**src/rtl/mem_wb_stage.sv**
```systemverilog
// Memory stage and MEM/WB pipeline register: runs loads/stores over a
// req/ready handshake, stalls upstream while busy, registers write-back.
module mem_wb_stage #(
  parameter int unsigned TIMEOUT = 255
) (
  input  logic        clk,
  input  logic        rst,
  input  logic        regwrite_current,
  input  logic        memtoreg_current,
  input  logic        memwrite_current,
  input  logic [15:0] mem_addr_current,
  input  logic [15:0] alu_source_2_current,
  input  logic [15:0] reg_write_data_current,
  input  logic [3:0]  reg_write_select_current,
  output logic        mem_req,
  output logic        mem_we,
  output logic [15:0] mem_addr,
  output logic [15:0] mem_wdata,
  input  logic        mem_ready,
  input  logic [15:0] mem_rdata,
  output logic        stall,
  output logic        wb_regwrite,
  output logic [3:0]  wb_select,
  output logic [15:0] wb_data,
  output logic        err_timeout
);

  localparam int unsigned DW = 16;
  localparam int unsigned RW = 4;
  localparam int unsigned CW = 8;
  localparam logic [CW:0] TO_LIM = (CW+1)'(TIMEOUT);
  localparam logic        WD_EN  = (TIMEOUT != 0);

  typedef enum logic {
    IDLE = 1'b0,
    BUSY = 1'b1
  } state_e;

  state_e          state_q, state_d;
  logic [CW-1:0]   cnt_q, cnt_d;
  logic            hold_we_q, hold_we_d;
  logic [DW-1:0]   hold_addr_q, hold_addr_d;
  logic [DW-1:0]   hold_wdata_q, hold_wdata_d;
  logic            mem_req_q, mem_req_d;
  logic            wb_regwrite_q, wb_regwrite_d;
  logic [RW-1:0]   wb_select_q, wb_select_d;
  logic [DW-1:0]   wb_data_q, wb_data_d;
  logic            err_q, err_d;

  logic            access_c;
  logic            timeout_hit_c;
  logic            stall_c;

  assign access_c = memwrite_current | memtoreg_current;

  // Abort fires on the TIMEOUT-th BUSY cycle that sees no ready.
  assign timeout_hit_c = WD_EN && (state_q == BUSY) && !mem_ready &&
                         (({1'b0, cnt_q} + (CW+1)'(1)) == TO_LIM);

  // Next-state, hold capture and MEM/WB load selection.
  always_comb begin
    state_d       = state_q;
    cnt_d         = cnt_q;
    hold_we_d     = hold_we_q;
    hold_addr_d   = hold_addr_q;
    hold_wdata_d  = hold_wdata_q;
    mem_req_d     = mem_req_q;
    wb_regwrite_d = wb_regwrite_q;
    wb_select_d   = wb_select_q;
    wb_data_d     = wb_data_q;
    err_d         = err_q;
    stall_c       = 1'b0;

    case (state_q)
      IDLE: begin
        if (access_c) begin
          stall_c       = 1'b1;
          state_d       = BUSY;
          cnt_d         = '0;
          hold_we_d     = memwrite_current;
          hold_addr_d   = mem_addr_current;
          hold_wdata_d  = alu_source_2_current;
          mem_req_d     = 1'b1;
          wb_regwrite_d = 1'b0;
        end else begin
          wb_regwrite_d = regwrite_current;
          wb_select_d   = reg_write_select_current;
          wb_data_d     = reg_write_data_current;
        end
      end
      BUSY: begin
        if (mem_ready) begin
          state_d       = IDLE;
          mem_req_d     = 1'b0;
          wb_regwrite_d = regwrite_current;
          wb_select_d   = reg_write_select_current;
          // A store (even with memtoreg set) writes back the ALU result.
          wb_data_d     = hold_we_q ? reg_write_data_current : mem_rdata;
        end else if (timeout_hit_c) begin
          state_d       = IDLE;
          mem_req_d     = 1'b0;
          err_d         = 1'b1;
          wb_regwrite_d = 1'b0;
          wb_data_d     = '0;
        end else begin
          stall_c       = 1'b1;
          wb_regwrite_d = 1'b0;
          if (cnt_q != {CW{1'b1}}) begin
            cnt_d = cnt_q + CW'(1);
          end
        end
      end
      default: begin
        state_d   = IDLE;
        mem_req_d = 1'b0;
      end
    endcase
  end

  always_ff @(posedge clk or negedge rst) begin
    if (!rst) begin
      state_q       <= IDLE;
      cnt_q         <= '0;
      hold_we_q     <= 1'b0;
      hold_addr_q   <= '0;
      hold_wdata_q  <= '0;
      mem_req_q     <= 1'b0;
      wb_regwrite_q <= 1'b0;
      wb_select_q   <= '0;
      wb_data_q     <= '0;
      err_q         <= 1'b0;
    end else begin
      state_q       <= state_d;
      cnt_q         <= cnt_d;
      hold_we_q     <= hold_we_d;
      hold_addr_q   <= hold_addr_d;
      hold_wdata_q  <= hold_wdata_d;
      mem_req_q     <= mem_req_d;
      wb_regwrite_q <= wb_regwrite_d;
      wb_select_q   <= wb_select_d;
      wb_data_q     <= wb_data_d;
      err_q         <= err_d;
    end
  end

  // Stall is forced low while reset is held so upstream is not frozen.
  assign stall       = stall_c & rst;
  assign mem_req     = mem_req_q;
  assign mem_we      = hold_we_q;
  assign mem_addr    = hold_addr_q;
  assign mem_wdata   = hold_wdata_q;
  assign wb_regwrite = wb_regwrite_q;
  assign wb_select   = wb_select_q;
  assign wb_data     = wb_data_q;
  assign err_timeout = err_q;

endmodule
```
**config.mk**
```make
export PLATFORM = sky130hd
export DESIGN_NAME = mem_wb_stage
export DESIGN_NICKNAME = d
export VERILOG_FILES = /design/src/rtl/mem_wb_stage.sv
export SDC_FILE = /design/constraint.sdc
export NUM_CORES = 1
export LEC_CHECK = 0
export ABC_AREA = 1
export BUFFER_PORTS_ARGS = -buffer_cell sky130_fd_sc_hd__buf_2
export CORE_ASPECT_RATIO = 1.75
export CORE_MARGIN = 8
export CORE_UTILIZATION = 47
export DETAILED_ROUTE_END_ITERATION = 8
export HOLD_SLACK_MARGIN = 0.05
export PLACE_DENSITY = 0.79
export SYNTH_ARGS = -nofsm -noshare
export SYNTH_HDL_FRONTEND = slang
export SYNTH_SLANG_ARGS = --single-unit
```
**constraint.sdc**
```tcl
create_clock -name clk -period 2.4 [get_ports clk]
set_clock_uncertainty 0.15 [all_clocks]
set_input_delay 0.36 -clock clk [delete_from_list [all_inputs] [get_ports clk]]
set_output_delay 0.36 -clock clk [all_outputs]
set_load 0.01 [all_outputs]
```
==> impl_metrics.json <==
{
  "status": "complete, no violations",
  "drtIter0Drc": 226,
  "fp.dieH_um": 122,
  "gp_congestion": 0.926,
  "rows": 38,
  "core_area_um2": 6180,
  "ant_nets": 0,
  "cts_root_buffer": "clkbuf_8",
  "maxCapViolations": 0,
  "cts_max_path_buffers": 2,
  "syn-num-nets": 451,
  "finalWirelength_mm": 8.79,
  "max_stage_delay_ns": 0.44,
  "grt_pass1_vias": 3051,
  "p_total_mw": 4.00,
  "reg2reg_slack_ns": 0.28,
  "path_delay_family": "flip-flops",
  "holdCritPathClass": "in2reg",
  "path_buf_inv": 2,
  "viasPerCell": 4.89,
  "nets": 603,
  "grt_pass1_wl_mm": 14.4,
  "cp-end-kind": "primary output",
  "pwr_density_cell_nw_per_um2": 969,
  "synth.avg_cell_area_um2": 8.02,
  "fin_crit_sh_pct": 94.7,
  "synth_seq_cells": 65,
  "cts_tree": "done",
  "synthCells": 375,
  "hold_ws_ns": 0.0683,
  "ir_drop_mv": 0.624,
  "wl_per_cell_um": 14.4,
  "ys_types": 27,
  "dp_worst_setup_slack_ns": 0.255,
  "crit_slowest_cell": "dfrtp_2",
  "dieArea_um2": 9320,
  "synth_seq_area_share_pct": 54.1,
  "grt_usage_pct": 19.1,
  "fmax_mhz": 440,
  "cp-start-kind": "flop",
  "clock_sinks": 65,
  "start_util_pct": 48.7,
  "drtPass1Iterations": 4,
  "critical_path.cell_chain": "buf_4 > ha_1 > nand2_1 > nand3b_1 > nor2_2 > nand4_2 > nand2_4 > a21boi_2 > buf_2",
  "cts_buffers": 9,
  "io_pins": 131,
  "period_needed_ns": 2.27,
  "worst-path-max-fanout": 3,
  "tns_ns": 0,
  "finalHoldViolCount": 0,
  "crit_type": "reg2out",
  "antenna_cells": 0,
  "leakagePower_nw": 2.34,
  "ys_warn_count": 0,
  "drive_gt1_share_pct": 33.8,
  "place.detailed.hpwl_mm": 6.40,
  "worst_slack_ns": 0.128,
  "drc": 0,
  "grt_max_degree": 66,
  "mostFrequentLayoutCell": "nand2_1",
  "final_cell_count_no_fill": 612,
  "antenna_found_initial": 0,
  "cts.htree.levels": 3,
  "maxSlewViolCount": 0,
  "area_delta_synth_final_pct": 37.3,
  "vias": 2994,
  "final_cell_mix": "163 x nand2_1, 130 x buf_2, 61 x dfrtp_1",
  "critPathArrivalTime_ns": 1.76,
  "numPortBuffers": 130,
  "grt_setup_unrepaired": "no",
  "finalSetupViolCount": 0,
  "clk_transition_reported_paths_ns": 0.07,
  "cp.required_ns": 1.89,
  "die_width_um": 76.5,
  "syn_area_um2": 3010,
  "insertion_delay_ns": 0.34,
  "slew_headroom_pct": 34.1,
  "tightest_slew_ns": 0.989,
  "dp.cells": 577,
  "overflow": 0
}
-- tightest hold or removal path: stages --
cell     delay, ns
buf_2         0.07
nand2_1       0.04
nand2_1       0.05
-- area by class of cell --
cell class / count / area, um^2
fill: 537 / 2050
sequential: 65 / 1630
multi-input combinational: 265 / 1230
timing repair buffer: 156 / 883
clock buffer: 13 / 159
inverter: 30 / 113
tap: 80 / 100
clock inverter: 3 / 15.0
-- cell usage after synthesis --
cell        n  area share [%]
nand3b_1    1            0.25
o21ai_1     2            0.33
mux2_2      4             1.5
ha_1        2            0.83
nor2_1     15             1.9
nand4_2     1            0.42
buf_2       2            0.33
nand3_1    43             7.2
o21ai_0    17             2.8
a21oi_1     3            0.50
nand4_1     2            0.42
nand3_2     2            0.67
clkbuf_1   11             1.4
nand2_2     1            0.21
o31ai_1     1            0.25
buf_6       1            0.37
inv_1      27             3.4
dfrtp_1    65              54
nand2_1   165              21
o21ai_4     1            0.54
inv_2       2            0.25
clkinv_1    1            0.12
xor2_1      1            0.29
nand2_4     2            0.75
a21boi_0    1            0.25
buf_4       1            0.25
o21bai_1    1            0.25
-- stage by stage --
step                      area (um^2)  utilization [%]
final                            4130             66.8
after global placement           3740             60.5
after floorplan                  3010                -
after global routing             4130             66.8
after detailed placement         3740             60.5
after CTS                        4100             66.3
-- cells by family (layout without fill, tap and decap cells) --
| group | count (synthesis) | count (layout) | share of synthesized area [%] |
|---|---|---|---|
| compound gates | 26 | 26 | 4.95 |
| xor+xnor | 1 | 1 | 0.291 |
| fa+ha+maj | 2 | 2 | 0.831 |
| buf+inv | 45 | 202 | 6.07 |
| flops | 65 | 65 | 54.1 |
| mux | 4 | 4 | 1.50 |
| simple gates | 232 | 232 | 32.3 |
-- timing repair --
action,4_1_cts,5_1_grt
endpoints found under the hold margin,15,0
setup endpoints to repair,1,1
gates resized for setup,2,12
setup buffers,4,0
pin swaps,0,2
hold buffers,15,0
-- path summary, 6_finish.rpt --
path | start | end | cells past startpoint
worst max-delay path | cnt_q[1] | stall | 9
worst min-delay path | mem_addr_current[3] | mem_addr[3] | 3
worst max register to register | state_q | wb_data[11] | 5
worst min register to register | err_timeout | err_timeout | 2
max in group asynchronous | rst | cnt_q[1] | 2
min in group asynchronous | rst | cnt_q[4] | 2
-- routing by layer --
layer  vias to the layer above  part of all wire, %  global-route usage [%]  wire, um
li1                       1480                    -                       -         -
met1                      1383                   38                    19.8      3300
met2                       108                   52                    32.6      4570
met3                        23                  6.5                    6.86       573
met4                         0                  3.9                    11.5       346
met5                         -                    0                       0         0
-- sequential cells by signal (all words and copies together), names as in the netlist --
name	flops
mem_wdata	16
mem_addr	16
mem_req	1
mem_we	1
wb_select	4
err_timeout	1
wb_data	16
cnt_q	8
wb_regwrite	1
state_q	1
-- power by group --
part	internal (mW)	switching (mW)	total, mW
logic	0.590	0.913	1.50
registers	1.46	0.221	1.68
clock network	0.427	0.393	0.819
Power figures use the tool's default switching activity.
